[config.mk]
export PLATFORM = sky130hd
export DESIGN_NAME = gtp_frame_parser_flat
export DESIGN_NICKNAME = d
export VERILOG_FILES = /design/src/rtl/gtp_frame_parser_if.sv /design/src/rtl/gtp_frame_parser.sv /design/src/flat_wrapper.sv
export SDC_FILE = /design/constraint.sdc
export NUM_CORES = 1
export LEC_CHECK = 0
export CORE_ASPECT_RATIO = 0.7
export CORE_MARGIN = 5
export CORE_UTILIZATION = 45
export DETAILED_ROUTE_END_ITERATION = 16
export DONT_BUFFER_PORTS = 1
export MAX_ROUTING_LAYER = met4
export PLACE_DENSITY_LB_ADDON = 0.2
export SLEW_MARGIN = 0
export SYNTH_ARGS = -nofsm -noshare
export SYNTH_HDL_FRONTEND = slang
export SYNTH_SLANG_ARGS = --single-unit
[constraint.sdc]
create_clock -name clk -period 2.41 [get_ports clk]
set_clock_uncertainty 0.1 [all_clocks]
set_input_delay 0.241 -clock clk [delete_from_list [all_inputs] [get_ports clk]]
set_output_delay 0.241 -clock clk [all_outputs]
set_load 0.05 [all_outputs]
[src/rtl/gtp_frame_parser_if.sv]
// ============================================================================
//  Module      : gtp_frame_parser_if
//  Description : Bundle of the lane-side, FIFO-side and error-counter signals
//                of one gtp_frame_parser lane.
//                slave  modport : the parser itself
//                master modport : the lane/FIFO/control side driving it
//  Signals     : gtp_dat/gtp_kchar (lane in), out_dat/out_vld (FIFO out),
//                frm_done/frm_bad (frame status), cnt_clr (counter clear in),
//                err_crc/err_trunc/err_hdr (error counters out)
//  Revision    : 1.0 - initial release
// ============================================================================
`default_nettype none

interface gtp_frame_parser_if #(
    parameter int CNT_W = 16
);
    logic [15:0]      gtp_dat;
    logic             gtp_kchar;
    logic [15:0]      out_dat;
    logic             out_vld;
    logic             frm_done;
    logic             frm_bad;
    logic             cnt_clr;
    logic [CNT_W-1:0] err_crc;
    logic [CNT_W-1:0] err_trunc;
    logic [CNT_W-1:0] err_hdr;

    modport slave (
        input  gtp_dat, gtp_kchar, cnt_clr,
        output out_dat, out_vld, frm_done, frm_bad,
        output err_crc, err_trunc, err_hdr
    );

    modport master (
        output gtp_dat, gtp_kchar, cnt_clr,
        input  out_dat, out_vld, frm_done, frm_bad,
        input  err_crc, err_trunc, err_hdr
    );
endinterface

`default_nettype wire

[src/rtl/gtp_frame_parser.sv]
// ============================================================================
//  Module      : gtp_frame_parser
//  Description : Per-lane frame checker. Delineates header/payload/trailer
//                frames on a 16-bit GTP lane, checks the header length and the
//                XOR checksum, forwards header+payload with one registered
//                cycle of delay and reports each frame good/bad.
//  Ports       : clk  - lane clock (CLK125), the only clock
//                rst  - asynchronous active-high reset
//                bus  - gtp_frame_parser_if.slave (lane in, FIFO out,
//                       frame status, error counters)
//  Config      : FRAME_ERRCNT_EN - when defined, builds the saturating
//                err_crc / err_trunc / err_hdr counters with cnt_clr;
//                otherwise the counters read 0 and cnt_clr is ignored.
//  Revision    : 1.0 - initial release
// ============================================================================
`default_nettype none

module gtp_frame_parser #(
    parameter int MAX_LEN = 512,
    parameter int CNT_W   = 16
) (
    input  wire                        clk,
    input  wire                        rst,
    gtp_frame_parser_if.slave          bus
);

    localparam logic [11:0] c_MAX_LEN = 12'(MAX_LEN);

    typedef enum logic [1:0] {
        S_IDLE    = 2'd0,
        S_PAYLOAD = 2'd1,
        S_TRAILER = 2'd2
    } state_t;

    state_t      state_q,    state_d;
    logic [11:0] rem_q,      rem_d;
    logic [15:0] acc_q,      acc_d;
    logic [15:0] out_dat_q,  out_dat_d;
    logic        out_vld_q,  out_vld_d;
    logic        frm_done_q, frm_done_d;
    logic        frm_bad_q,  frm_bad_d;

    // One-cycle error strobes feeding the counters
    logic        w_err_hdr;
    logic        w_err_trunc;
    logic        w_err_crc;
    logic        w_hdr_ok;

    assign w_hdr_ok = bus.gtp_dat[15]
                   && (bus.gtp_dat[11:0] != 12'd0)
                   && (bus.gtp_dat[11:0] <= c_MAX_LEN);

    // ------------------------------------------------------------------------
    // State / datapath registers
    // ------------------------------------------------------------------------
    always_ff @(posedge clk or posedge rst) begin
        if (rst) begin
            state_q    <= S_IDLE;
            rem_q      <= 12'd0;
            acc_q      <= 16'd0;
            out_dat_q  <= 16'd0;
            out_vld_q  <= 1'b0;
            frm_done_q <= 1'b0;
            frm_bad_q  <= 1'b0;
        end else begin
            state_q    <= state_d;
            rem_q      <= rem_d;
            acc_q      <= acc_d;
            out_dat_q  <= out_dat_d;
            out_vld_q  <= out_vld_d;
            frm_done_q <= frm_done_d;
            frm_bad_q  <= frm_bad_d;
        end
    end

    // ------------------------------------------------------------------------
    // Next-state and output logic
    // ------------------------------------------------------------------------
    always_comb begin
        state_d     = state_q;
        rem_d       = rem_q;
        acc_d       = acc_q;
        out_dat_d   = out_dat_q;
        out_vld_d   = 1'b0;
        frm_done_d  = 1'b0;
        frm_bad_d   = 1'b0;
        w_err_hdr   = 1'b0;
        w_err_trunc = 1'b0;
        w_err_crc   = 1'b0;

        case (state_q)
            S_IDLE: begin
                if (!bus.gtp_kchar) begin
                    if (w_hdr_ok) begin
                        rem_d     = bus.gtp_dat[11:0];
                        acc_d     = bus.gtp_dat;
                        out_dat_d = bus.gtp_dat;
                        out_vld_d = 1'b1;
                        state_d   = S_PAYLOAD;
                    end else begin
                        w_err_hdr = 1'b1;
                    end
                end
            end

            S_PAYLOAD: begin
                // No resync inside a frame: any non-K word is payload.
                if (!bus.gtp_kchar) begin
                    acc_d     = acc_q ^ bus.gtp_dat;
                    rem_d     = rem_q - 12'd1;
                    out_dat_d = bus.gtp_dat;
                    out_vld_d = 1'b1;
                    if (rem_q == 12'd1) begin
                        state_d = S_TRAILER;
                    end
                end else begin
                    frm_done_d  = 1'b1;
                    frm_bad_d   = 1'b1;
                    w_err_trunc = 1'b1;
                    state_d     = S_IDLE;
                end
            end

            S_TRAILER: begin
                frm_done_d = 1'b1;
                state_d    = S_IDLE;
                if (!bus.gtp_kchar) begin
                    frm_bad_d = (bus.gtp_dat != acc_q);
                    w_err_crc = (bus.gtp_dat != acc_q);
                end else begin
                    frm_bad_d   = 1'b1;
                    w_err_trunc = 1'b1;
                end
            end

            default: begin
                state_d = S_IDLE;
            end
        endcase
    end

    assign bus.out_dat  = out_dat_q;
    assign bus.out_vld  = out_vld_q;
    assign bus.frm_done = frm_done_q;
    assign bus.frm_bad  = frm_bad_q;

    // ------------------------------------------------------------------------
    // Error counters
    // ------------------------------------------------------------------------
`ifdef FRAME_ERRCNT_EN
    logic [CNT_W-1:0] err_crc_q;
    logic [CNT_W-1:0] err_trunc_q;
    logic [CNT_W-1:0] err_hdr_q;

    // Clear wins over a same-cycle increment; counts stick at all-ones.
    always_ff @(posedge clk or posedge rst) begin
        if (rst) begin
            err_crc_q   <= '0;
            err_trunc_q <= '0;
            err_hdr_q   <= '0;
        end else if (bus.cnt_clr) begin
            err_crc_q   <= '0;
            err_trunc_q <= '0;
            err_hdr_q   <= '0;
        end else begin
            if (w_err_crc && (err_crc_q != '1)) begin
                err_crc_q <= err_crc_q + 1'b1;
            end
            if (w_err_trunc && (err_trunc_q != '1)) begin
                err_trunc_q <= err_trunc_q + 1'b1;
            end
            if (w_err_hdr && (err_hdr_q != '1)) begin
                err_hdr_q <= err_hdr_q + 1'b1;
            end
        end
    end

    assign bus.err_crc   = err_crc_q;
    assign bus.err_trunc = err_trunc_q;
    assign bus.err_hdr   = err_hdr_q;
`else
    assign bus.err_crc   = '0;
    assign bus.err_trunc = '0;
    assign bus.err_hdr   = '0;
`endif

endmodule

`default_nettype wire

[src/flat_wrapper.sv]
// flat-port wrapper written by rule: the top's interface ports become plain ports
module gtp_frame_parser_flat 
#(
    parameter int MAX_LEN = 512,
    parameter int CNT_W   = 16
)
  (clk, rst, bus_gtp_dat, bus_gtp_kchar, bus_cnt_clr, bus_out_dat, bus_out_vld, bus_frm_done, bus_frm_bad, bus_err_crc, bus_err_trunc, bus_err_hdr);
  gtp_frame_parser_if #(.CNT_W(CNT_W)) bus_i ();
  input  wire clk;
  input  wire rst;
  input wire logic [$bits(bus_i.gtp_dat)-1:0] bus_gtp_dat;
  input wire logic [$bits(bus_i.gtp_kchar)-1:0] bus_gtp_kchar;
  input wire logic [$bits(bus_i.cnt_clr)-1:0] bus_cnt_clr;
  output wire logic [$bits(bus_i.out_dat)-1:0] bus_out_dat;
  output wire logic [$bits(bus_i.out_vld)-1:0] bus_out_vld;
  output wire logic [$bits(bus_i.frm_done)-1:0] bus_frm_done;
  output wire logic [$bits(bus_i.frm_bad)-1:0] bus_frm_bad;
  output wire logic [$bits(bus_i.err_crc)-1:0] bus_err_crc;
  output wire logic [$bits(bus_i.err_trunc)-1:0] bus_err_trunc;
  output wire logic [$bits(bus_i.err_hdr)-1:0] bus_err_hdr;
  assign bus_i.gtp_dat = bus_gtp_dat;
  assign bus_i.gtp_kchar = bus_gtp_kchar;
  assign bus_i.cnt_clr = bus_cnt_clr;
  assign bus_out_dat = bus_i.out_dat;
  assign bus_out_vld = bus_i.out_vld;
  assign bus_frm_done = bus_i.frm_done;
  assign bus_frm_bad = bus_i.frm_bad;
  assign bus_err_crc = bus_i.err_crc;
  assign bus_err_trunc = bus_i.err_trunc;
  assign bus_err_hdr = bus_i.err_hdr;
  gtp_frame_parser #(.MAX_LEN(MAX_LEN), .CNT_W(CNT_W)) u_core (.clk(clk), .rst(rst), .bus(bus_i));
endmodule
==> reports/qor.yml <==
outcome: "finished clean"
cts_max_path_buffers: 2
peakVddDrop_v: 0.000580
synth-async-reset-ratio_pct: 100
rr_endpoint: "u_core.state_q[0]$_DFFE_PP0P_"
hold_path_depth: 2
first_pass_iters: 4
setup_tns_ns: 0
clock_latency_ns: 0.30
cts_tree: "yes"
drt_wl_total_um: 7610
cts_buffers: 5
rsz0062_at_grt: "false"
hp-class: "in2reg"
grt_pass1_vias: 2318
synth_edf_count: 0
ant_nets: 0
timing.final.ws_setup_ns: 0.304
finalPower_mw: 3.54
max_freq_mhz: 475
rows: 25
core_area_mm2: 0.00673
gp_congestion: 0.894
slew_viol_final: 0
path_max_fanout: 6
crit_type: "reg2reg"
num_vias: 2525
dp_hpwl_um: 5390
dieHeight_um: 79.3
dieArea_mm2: 0.00864
drive_above_1_share_pct: 8.10
syn_to_final_growth_pct: 9.69
antenna_found_initial: 0
p_leak_nw: 1.53
synth.area.top_cells: "dfrtp_1 (40%), buf_4 (12%), nand2_1 (7.7%)"
powerDensity_mw_per_mm2: 1050
reg2reg_depth: 5
finalCriticalPeriod_ns: 2.11
place_ws_ns: 0.00270
cts_htree_levels: 2
rrSetupSlack_ns: 0.30
finish.net_count: 419
fin_crit_sh_pct: 87.4
endpoint: "u_core.state_q[0]$_DFFE_PP0P_"
worstPathRequired_ns: 2.56
via_per_inst: 5.16
synth.yosys.seq_area_share_pct: 39.7
ys_seq_elements: 49
arrival_ns: 2.25
placed_area_mm2: 0.00308
cts_setup_buffers: 0
crit_start: "u_core.rem_q[8]$_DFFE_PP0P_"
io_buffers: 0
netlist_area_mm2: 0.00309
final_area_mm2: 0.00339
synth_cells: 370
drt_iter0_drc: 186
die_w_um: 109
hold_ws_ns: 0.0101
relSlewSlack_pct: 53.9
grt_max_degree: 40
start_kind: "flip-flop"
grt_overflow: 0
drv_cap: 0
drc_errors: 0
ys_warn_count: 0
r2r_start: "u_core.rem_q[8]$_DFFE_PP0P_"
start_util_pct: 45.9
avgRoutedWirePerCell_um: 15.6
clkTransAtPathRegs_ns: 0.10
nFillCells: 625
synth.distinct_cells: 53
tightestPinTransition_ns: 0.690
track_usage_pct: 18.2
synth_top_area_share_pct: 39.7
hold_viol_final: 0
ctsRootBufferMaster: "clkbuf_8"
ios: 87
cts_sinks: 49
syn_area_per_cell_um2: 8.34
yosysTopAreaCell: "dfrtp_1"
synth-main-ff-cell: "dfrtp_1"
setup_viol_count_final: 0
grt_pass1_wl_um: 12000
antenna_cells: 0
end_kind: "flip-flop"
==> cells by family (layout without fill, tap and decap cells) <==
| group | after synthesis | after routing | share of synthesized area, % |
|---|---|---|---|
| buf+inv | 72 | 50 | 15.3 |
| compound gates | 66 | 66 | 13.4 |
| simple gates | 159 | 159 | 24.2 |
| fa+ha+maj | 5 | 5 | 2.03 |
| xor+xnor | 16 | 16 | 4.54 |
| mux | 2 | 2 | 0.689 |
| other cells | 1 | 48 | 0.121 |
| flops | 49 | 49 | 39.7 |
==> flip-flops by register name, indices dropped and copies added, names as in the netlist <==
signal / cells
u_core.acc_q: 16
u_core.bus.out_dat: 16
u_core.rem_q: 12
u_core.state_q: 2
u_core.bus.frm_bad: 1
u_core.bus.frm_done: 1
u_core.bus.out_vld: 1
==> routing by layer <==
metal	routed length [um]	vias up	track usage (%)
met1	3660	1216	27.2
met2	3290	84	25.7
li1	-	1221	-
met3	637	4	4.22
met5	0	-	-
met4	29	0	1.89
==> Yosys cell counts, drive strengths merged, types with 2 or more instances <==
cell	instances
nor4	4
o21ai	14
nand2b	3
nand2	63
or3	3
o22ai	3
a31oi	3
and3	2
o2111a	2
and2	2
dfrtp	49
nor3	19
buf	58
nor2b	2
xor2	16
nand4	2
nand3	22
inv	9
clkbuf	5
nor2	26
a21oi	28
or4	5
ha	5
o31ai	3
==> stage by stage <==
stage,util [%],instances
floorplan,-,417
global placement,45.8,464
detailed placement,45.8,464
CTS,50.3,489
global route,50.3,489
finish,50.3,489
==> layout by cell type (no fill, tap or decap), types with 5 or more instances in the layout <==
master | netlist | routed
a21oi_1 | 28 | 28
nor2_1 | 26 | 26
nor3_1 | 19 | 19
clkbuf_8 | 0 | 5
dfrtp_1 | 49 | 49
dlygate4sd3_1 | 0 | 17
conb_1 | 1 | 48
o21ai_0 | 13 | 13
xor2_1 | 16 | 16
inv_1 | 9 | 8
nand3_1 | 22 | 22
buf_4 | 50 | 15
nand2_1 | 63 | 63
ha_1 | 5 | 5
==> report_power, final <==
part / internal (mW) / switching, mW
sequential: 1.15 / 0.759
clock: 0.413 / 0.292
combinational: 0.348 / 0.583
total: 1.91 / 1.63
==> critical path, stage by stage (launching register included) <==
cell and delay, ns:
dfrtp_1 0.44, or4_1 0.60, nor3_1 0.22, a41oi_1 0.30, nor3_1 0.23, o22a_1 0.17
==> worst min path at each step <==
| stage | start | to | slack [ns] |
|---|---|---|---|
| 2_1_floorplan | bus_gtp_dat[12] | u_core.bus.out_dat[12]$_DFFE_PP0P_ | 0.25 |
| 3_3_place_gp | rst | u_core.bus.out_dat[15]$_DFFE_PP0P_ | 0.16 |
| 5_1_grt | bus_gtp_dat[1] | u_core.rem_q[1]$_DFFE_PP0P_ | 0.009 |
| 3_5_place_dp | rst | u_core.bus.out_dat[15]$_DFFE_PP0P_ | 0.17 |
| 6_report | bus_gtp_dat[7] | u_core.acc_q[7]$_DFFE_PP0P_ | 0.01 |
| 4_1_cts | bus_gtp_dat[7] | u_core.acc_q[7]$_DFFE_PP0P_ | 0.002 |
==> repair_timing <==
item	CTS	global route
hold buffers	17	0
resized for setup	0	0
endpoints found under the hold margin	49	0
==> layout make-up <==
class	count	area [um^2]	share of cell area, %
multi-input cells	296	1570	46.4
flip-flops and latches	49	1230	36.2
repair buffers	33	303	8.94
well taps	94	118	3.47
clock buffers	5	68.8	2.03
clock inverters	3	65.1	1.92
inverters	9	33.8	0.998
Power figures use the tool's default switching activity.
